<file path="src/rtl/addr_decode_pkg.sv">
// Shared definitions for the address decoder: FSM state encoding,
// wait-counter width and the default internal memory map.
package addr_decode_pkg;

    typedef enum logic [1:0] {
        IDLE   = 2'd0,
        ACCESS = 2'd1,
        DONE   = 2'd2
    } state_t;

    localparam int WAIT_W = 4;

    localparam logic [31:0] INT_MEM_BASE  = 32'h0000_0800;
    localparam logic [31:0] INT_MEM_LIMIT = 32'h0000_0BFF;

endpackage

</file>
<file path="src/rtl/addr_region_match.sv">
// Combinational window compare: hit when base <= addr <= limit,
// unsigned over the full address width, both bounds inclusive.
module addr_region_match #(
    parameter int ADDR_WIDTH = 32
) (
    input  logic [ADDR_WIDTH-1:0] base,
    input  logic [ADDR_WIDTH-1:0] limit,
    input  logic [ADDR_WIDTH-1:0] addr,
    output logic                  hit
);

    // Range compare for one window.
    always_comb begin
        hit = (addr >= base) && (addr <= limit);
    end

endmodule

</file>
<file path="src/rtl/addr_decode_ctrl.sv">
// Programmable address decoder with registered one-hot chip-select and
// per-region wait-state counter.
// Optional build macro ADDR_DECODE_ERR_EN: a miss selects no region and
// completes with an Err pulse instead of using the default external region.
//
// Handshake: Req is sampled only in IDLE; an accepted Req latches the
// decode of Address and the access runs to completion regardless of Req or
// Address afterwards. Ack is a single-cycle pulse in DONE; Busy covers the
// ACCESS and DONE cycles. A new Req is accepted in the IDLE cycle after DONE.
module addr_decode_ctrl
    import addr_decode_pkg::*;
#(
    parameter int ADDR_WIDTH  = 32,
    parameter int NUM_REGIONS = 2,
    parameter logic [NUM_REGIONS*ADDR_WIDTH-1:0] REGION_BASE  = {32'h0000_0C00, INT_MEM_BASE},
    parameter logic [NUM_REGIONS*ADDR_WIDTH-1:0] REGION_LIMIT = {32'h0000_0FFF, INT_MEM_LIMIT},
    parameter logic [NUM_REGIONS*WAIT_W-1:0]     REGION_WAIT  = {4'd1, 4'd0},
    parameter logic [WAIT_W-1:0]                 DEFAULT_WAIT = 4'd3
) (
    input  logic                               CLK,
    input  logic                               RST,
    input  logic                               Req,
    input  logic [ADDR_WIDTH-1:0]              Address,
    output logic [NUM_REGIONS:0]               Cs,
    output logic [$clog2(NUM_REGIONS+1)-1:0]   RegionIdx,
    output logic                               Busy,
    output logic                               Ack,
    output logic                               Err,
    output logic [ADDR_WIDTH-1:0]              ErrAddr,
    output state_t                             state_dbg
);

    localparam int IDX_W = $clog2(NUM_REGIONS + 1);

    state_t state;
    state_t state_next;

    logic [NUM_REGIONS-1:0] hit;
    logic [NUM_REGIONS:0]   dec_cs;
    logic [IDX_W-1:0]       dec_idx;
    logic [WAIT_W-1:0]      dec_wait;
    logic [WAIT_W-1:0]      wait_cnt;

    genvar g;
    generate
        for (g = 0; g < NUM_REGIONS; g++) begin : g_match
            addr_region_match #(
                .ADDR_WIDTH(ADDR_WIDTH)
            ) u_match (
                .base (REGION_BASE [g*ADDR_WIDTH +: ADDR_WIDTH]),
                .limit(REGION_LIMIT[g*ADDR_WIDTH +: ADDR_WIDTH]),
                .addr (Address),
                .hit  (hit[g])
            );
        end
    endgenerate

    // Priority encode the hits (lowest index wins) into select, index and wait.
    always_comb begin
        dec_cs   = {1'b1, {NUM_REGIONS{1'b0}}};
        dec_idx  = IDX_W'(NUM_REGIONS);
        dec_wait = DEFAULT_WAIT;
        for (int i = NUM_REGIONS - 1; i >= 0; i--) begin
            if (hit[i]) begin
                dec_cs    = '0;
                dec_cs[i] = 1'b1;
                dec_idx   = IDX_W'(i);
                dec_wait  = REGION_WAIT[i*WAIT_W +: WAIT_W];
            end
        end
`ifdef ADDR_DECODE_ERR_EN
        if (hit == '0) begin
            dec_cs   = '0;
            dec_wait = '0;
        end
`endif
    end

    // Next-state logic for the access sequencer.
    always_comb begin
        state_next = state;
        case (state)
            IDLE:    if (Req) state_next = ACCESS;
            ACCESS:  if (wait_cnt == '0) state_next = DONE;
            DONE:    state_next = IDLE;
            default: state_next = IDLE;
        endcase
    end

    // State register plus the per-access datapath (select, index, wait counter).
    always_ff @(posedge CLK) begin
        if (RST) begin
            state     <= IDLE;
            Cs        <= '0;
            RegionIdx <= '0;
            wait_cnt  <= '0;
        end else begin
            state <= state_next;
            case (state)
                IDLE: begin
                    if (Req) begin
                        Cs        <= dec_cs;
                        RegionIdx <= dec_idx;
                        wait_cnt  <= dec_wait;
                    end
                end
                ACCESS: begin
                    if (wait_cnt != '0) wait_cnt <= wait_cnt - WAIT_W'(1);
                end
                DONE: begin
                    Cs <= '0;
                end
                default: begin
                    Cs <= '0;
                end
            endcase
        end
    end

    assign Busy      = (state != IDLE);
    assign Ack       = (state == DONE);
    assign state_dbg = state;

`ifdef ADDR_DECODE_ERR_EN
    logic                  miss_q;
    logic [ADDR_WIDTH-1:0] err_addr_q;

    // Remember whether the running access missed, and the address of the last miss.
    always_ff @(posedge CLK) begin
        if (RST) begin
            miss_q     <= 1'b0;
            err_addr_q <= '0;
        end else if (state == IDLE && Req) begin
            miss_q <= (hit == '0);
            if (hit == '0) err_addr_q <= Address;
        end
    end

    assign Err     = Ack & miss_q;
    assign ErrAddr = err_addr_q;
`else
    assign Err     = 1'b0;
    assign ErrAddr = '0;
`endif

endmodule

</file>
<file path="config.mk">
export PLATFORM = sky130hd
export DESIGN_NAME = addr_decode_ctrl
export DESIGN_NICKNAME = d
export VERILOG_FILES = /design/src/rtl/addr_decode_pkg.sv /design/src/rtl/addr_region_match.sv /design/src/rtl/addr_decode_ctrl.sv
export SDC_FILE = /design/constraint.sdc
export NUM_CORES = 1
export LEC_CHECK = 0
export CAP_MARGIN = 25
export CORE_MARGIN = 2
export CORE_UTILIZATION = 31
export CTS_CLUSTER_SIZE = 16
export DETAILED_ROUTE_END_ITERATION = 8
export GPL_TIMING_DRIVEN = 0
export PLACE_DENSITY = 0.86
export RECOVER_POWER = 50
export REMOVE_ABC_BUFFERS = 1
export SETUP_SLACK_MARGIN = 0.05
export SLEW_MARGIN = 30
export SYNTH_ARGS = -nofsm -noshare
export SYNTH_HDL_FRONTEND = slang
export SYNTH_SLANG_ARGS = --single-unit
</file>
<file path="constraint.sdc">
create_clock -name CLK -period 2 [get_ports CLK]
set_clock_uncertainty 0.15 [all_clocks]
set_input_delay 0.4 -clock CLK [delete_from_list [all_inputs] [get_ports CLK]]
set_output_delay 0.4 -clock CLK [all_outputs]
set_load 0.03 [all_outputs]
</file>
**Yosys cells after proc, flatten, opt, wreduce, memory -nomap -nowiden**

Cells that the tools add are included.

- RAM bits: 0
- Bits in read-only memories: 0
- Latch bits: 0
- Bits of input ports: 35
- Register bits after elaboration: 11
- Memories: 0

- Add/subtract/negate cells: 1
- Divide/modulo/power cells: 0
- Multiplexer cells: 14
- Reduce and logical (&&, ||, !) cells: 11
- Equal/unequal tests: 5
- Shift operators: 0
- Magnitude comparators: 4
- Multipliers: 0
- Bitwise logic cells: 1

Operator list:

| cell | number |
|---|---|
| $ge 32x12->1 const B | 2 |
| $le 32x12->1 const B | 2 |
| $mux 4 | 3 |
| $mux 2 | 5 |
| $mux 3 | 3 |
| $pmux 4 s2 | 1 |
| $ne 2x2->1 const B | 3 |
| $pmux 3 s2 | 1 |
| $reduce_and 2->1 | 3 |
| $logic_not 4->1 | 1 |
| $pmux 2 s2 | 1 |
| $reduce_bool 2->1 | 2 |
| $reduce_bool 4->1 | 1 |
| $sub 4x1->4 const B | 1 |
| $reduce_and 3->1 | 1 |
| $eq 2x1->1 const B | 1 |
| $eq 2x2->1 const B | 1 |
| $logic_and 1x1->1 | 2 |
| $logic_not 2->1 | 1 |
| $not 1->1 | 1 |

**Longest topological paths before layout**

- Depth after elaboration: 6
- Mapped depth: 6

**By module**

A second synthesis with hierarchy kept.

- Cells, all modules: 545
- Area, all modules: 3990.1 um^2

Modules (own cells, without submodules):

| module | area each (um^2) | seq. area each (um^2) | times used | cells an instance |
|---|---|---|---|---|
| addr_region_match | 1604.0 | 0.0 | 2 | 226 |
| addr_decode_ctrl | 782.0 | 220.2 | 1 | 93 |

**Least setup slack after synthesis**

OpenSTA, ideal clock, no wires.

- Kind: reg2out
- From: reg state[1] (netlist: state_dbg[1])
- To: out Ack
- Buffers on the path: 1
- Path slack: 0.164 ns
- Data required time: 1.450 ns
- Data arrival time: 1.286 ns
- Cell stages (with the launch flop): 3
- Cell sequence: dfxtp_1 > clkbuf_1 > nor2b_1

- Word-level cells in the longest chain between the ends: 1

RTL lines:

| what | RTL line | source |
|---|---|---|
| start, declared | addr_decode_ctrl.sv:35 | `state_t state;` |
| start signal, assigned | addr_decode_ctrl.sv:98 | `state <= state_next;` |
| $eq 2x2->1 | addr_decode_ctrl.sv:121 | `assign Ack = (state == DONE);` |
| end, declared | addr_decode_ctrl.sv:27 | `output logic Ack,` |

Every way passes these cells.

**Worst setup path in the final report**

Ends and elaborated chain as after synthesis.

==> results.env <==
R2R-START='wait_cnt[0]'
WORST_R2R_ENDPOINT='wait_cnt[0]'
WORSTSETUPSTARTPOINTTYPE='flip-flop'
VIA_COUNT_OF_THE_FIRST_GLOBAL_ROUTING_PASS=654
MAPPEDNETLISTAREA_SQ_UM=863.3
POST-DP-HPWL_UM=1284
MAX_FREQ_MHz=518.5
CP.BUFFERS_INVERTERS=1
NETLIST.AREA_LEADER.SHARE_PCT=28.70
PIN_COUNT_OF_THE_BIGGEST_NET_ENTERING_GLOBAL_ROUTING=13
DRC=0
CPPEAKSTAGEDELAY_NS=0.55
WORSTSKEWPAIRLATENCY_NS=0.27
LEAKAGE_nW=0.5300
FLOW.AREA_GROWTH_FROM_SYNTHESIS_PCT=36.23
ANTENNADIODECOUNT=0
DETAIL_ROUTE.ITER0.VIOLATIONS=15
ROUTE.VIAS.TOTAL=747
CRITICAL_PATH.MAX_FANOUT=12
IO-PIN-COUNT=77
SETUP.WORST_PATH.END='Ack'
PERIOD_NEEDED_NS=1.929
CRITICAL_PATH.CELL_CHAIN='nor2b_1, dlygate4sd2_1'
DRIVE_GT1_SHARE_PCT=13.57
CAP_VIOL_MAX_COUNT=0
CPMAXSTAGEDELAYCELL='dfxtp_1'
WORST_R2R_PATH_DEPTH=6
DETAILEDROUTE.FIRSTPASSITERATIONCOUNT=2
CTS-HTREE-LEVELS=1
LIBRARY_CELL_WITH_THE_HIGHEST_INSTANCE_COUNT_AFTER_SYNTHESIS='buf_4'
SYNTH_FF_TYPE='dfxtp_1'
FINAL-HOLD-VIOLATION-COUNT=0
PATH_DEPTH=2
PORTBUFFERS=33
CLOCK_SINKS=11
YS_TYPES=34
SYNTH_AREA_LEADERS='buf_4, dfxtp_1, nor2_1'
POST-PLACE-WS_NS=-0.2909
TOTALWIRELENGTH_UM=1709
FINALCOREUTILIZATION_PCT=43.40
SYNTH_EDF_COUNT=0
VIASPERCELL=4.368
ROUTABILITYCONGESTION=0.7925
CTS.ROOT.BUFFER_CELL='clkbuf_4'
FLIP_FLOP_AND_LATCH_AREA_SQ_UM=220.2
VDD_DROP_MAX_mV=0.3352
TIMING.CRITICAL_PATH.FROM='state_dbg[1]'
OUTCOME='complete, no violations'
DIE_W_UM=56.77
TIMING.CRITICAL_PATH.ARRIVAL_NS=1.38
FINAL_WORST_SETUP_SLACK_NS=0.07134
TRITONCTS='yes'
GRT_FIRST_PASS_WIRELENGTH_UM=2601
CRIT_REQUIRED_NS=1.45
SYN_AREA_PER_CELL_SQ_UM=8.464
DIE_HEIGHT_UM=56.77
MAX-CLOCK-PATH-BUFFERS=2
HOLDCRITPATHCLASS='reg -> reg'
CLK_TRANSITION_REPORTED_PATHS_NS=0.07
FILLER_CELL_COUNT=270
POSTSYNTH.ASYNCRESETSHARE_PCT=0
GRT_ANTENNA_BEFORE_REPAIR=0
REGTOREGSETUPSLACK_NS=0.13
NUMBER_OF_MAX_SLEW_VIOLATIONS_IN_THE_FINAL_REPORT=0
FLOORPLAN.ROWS=19
SYNTH.CELLS.MOST_FREQUENT='buf_4, dfxtp_1, nor2_1'
CRITICAL_PATH.ENDPOINT_TYPE='primary output'
SEQ_AREA_FRAC_SYNTH_PCT=25.51
WIRE_PER_INST_UM=9.994
YS_WARNINGS=0
YOSYSTOPAREACELL='buf_4'
REMAINING_NUMBER_OF_NETS_FLAGGED_BY_THE_ANTENNA_CHECK_AFTER_ROUTING=0
SETUP_VIOL=0
PERIOD_UTILIZATION_PCT=96.43
POWER.DENSITY_nW_PER_UM2=644.2
AGGREGATE_GLOBAL_ROUTING_OVERFLOW=0
SYNTH-SEQ-CELLS=11
GRT_SETUP_UNREPAIRED='true'
TRITONCTS.NUM_BUFFERS=3
FP.DIEAREA_SQ_UM=3223
GRT.TOTAL_USAGE_PCT=10.39
NETS=177
CRITICAL_PATH_CLASS='reg -> out'
START_UTIL_PCT=31.86
MULTI_INPUT_AREA_SQ_UM=519.2
POST_SYNTH_INST_COUNT=102
CORE_REGION_AREA_SQ_UM=2710
CRITPATHTOPFAMILY='flip-flops'
power by group:
| group | leakage [nW] | switching [mW] | total, mW | internal (mW) |
|---|---|---|---|---|
| clock | 0.0150 | 0.0747 | 0.152 | 0.0772 |
| sequential | 0.0904 | 0.0312 | 0.278 | 0.247 |
| combinational | 0.425 | 0.200 | 0.328 | 0.128 |
area by class of cell:
cell class                      count  share of cell area (%)
Multi-Input combinational cell     85                   44.15
Inverter                            3                  0.9574
Timing Repair Buffer               37                   30.64
Clock buffer                        4                   2.234
Tap cell                           31                   3.298
Sequential cell                    11                   18.72
worst reg2reg max path, cell delays in order (launching register included):
cell and delay (ns):
dfxtp_1 0.36, inv_1 0.06, ha_1 0.21, nor4bb_1 0.17
or3_4 0.40, or3_1 0.31, a31oi_1 0.13
stage by stage:
step	power [mW]	hold WS [ns]	TNS [ns]	cells	area, sq um
after floorplan	0.4975	0.3063	0	99	728.2
after global placement	0.6017	0.3091	-0.4856	163	1097
after detailed placement	0.6100	0.3135	-0.5462	163	1097
after CTS	0.7545	0.3233	0	168	1127
after global routing	0.8074	0.3407	0	171	1176
final	0.7577	0.3191	0	171	1176
worst min path at each step:
stage,slack (ns),to,start,cells past startpoint
5_1_grt,0.34,RegionIdx[0],RegionIdx[0],2
2_1_floorplan,0.31,state_dbg[1],wait_cnt[2],1
3_3_place_gp,0.31,Cs[0],Cs[0],2
4_1_cts,0.32,RegionIdx[0],RegionIdx[0],2
3_5_place_dp,0.31,RegionIdx[0],RegionIdx[0],2
6_report,0.32,RegionIdx[0],RegionIdx[0],2
state kept, by name, summed over array words and instances (netlist names):
register,cells
Cs,3
RegionIdx,2
state_dbg,2
wait_cnt,4
cell usage in the layout, fill, tap and decap left out, types with 2 or more instances in the layout:
cell type        instances
nor2b_1                  2
buf_4                    4
inv_1                    3
or3_1                    3
dfxtp_1                 11
nor4_2                   2
xor2_1                   2
nand2_1                  5
dlygate4sd3_1            5
clkbuf_4                 3
clkdlybuf4s50_1         22
conb_1                  33
dlygate4sd2_1            4
nand2b_1                 3
nor2_1                   7
dlymetal6s2s_1           2
nor3_1                   4
kinds of logic after synthesis:
logic type,Yosys count,share of synthesized area (%)
buffers and inverters,38,30.87
adder cells (fa/ha/maj),1,1.449
AO/OA/AOI/OAI,9,8.261
other,1,0.4344
flip-flops,11,25.51
XOR/XNOR,2,2.029
AND/OR/NAND/NOR,40,31.45
metal layers:
| layer | GRT usage (%) | part of all wire (%) | wire [um] | up-vias |
|---|---|---|---|---|
| met3 | 3.687 | 7.7 | 131 | 2 |
| met1 | 9.371 | 36 | 619 | 347 |
| met5 | 0 | 0 | 0 | - |
| met4 | 4.983 | 0.82 | 14 | 0 |
| met2 | 20.10 | 55 | 944 | 33 |
| li1 | - | - | - | 365 |
timing repair:
action	4_1_cts	5_1_grt
setup endpoints to repair	5	4
setup buffers	1	3
gates resized for setup	5	6
pin swaps	0	7
hold buffers	0	0
Note: power is estimated with default switching activity, not from simulation.
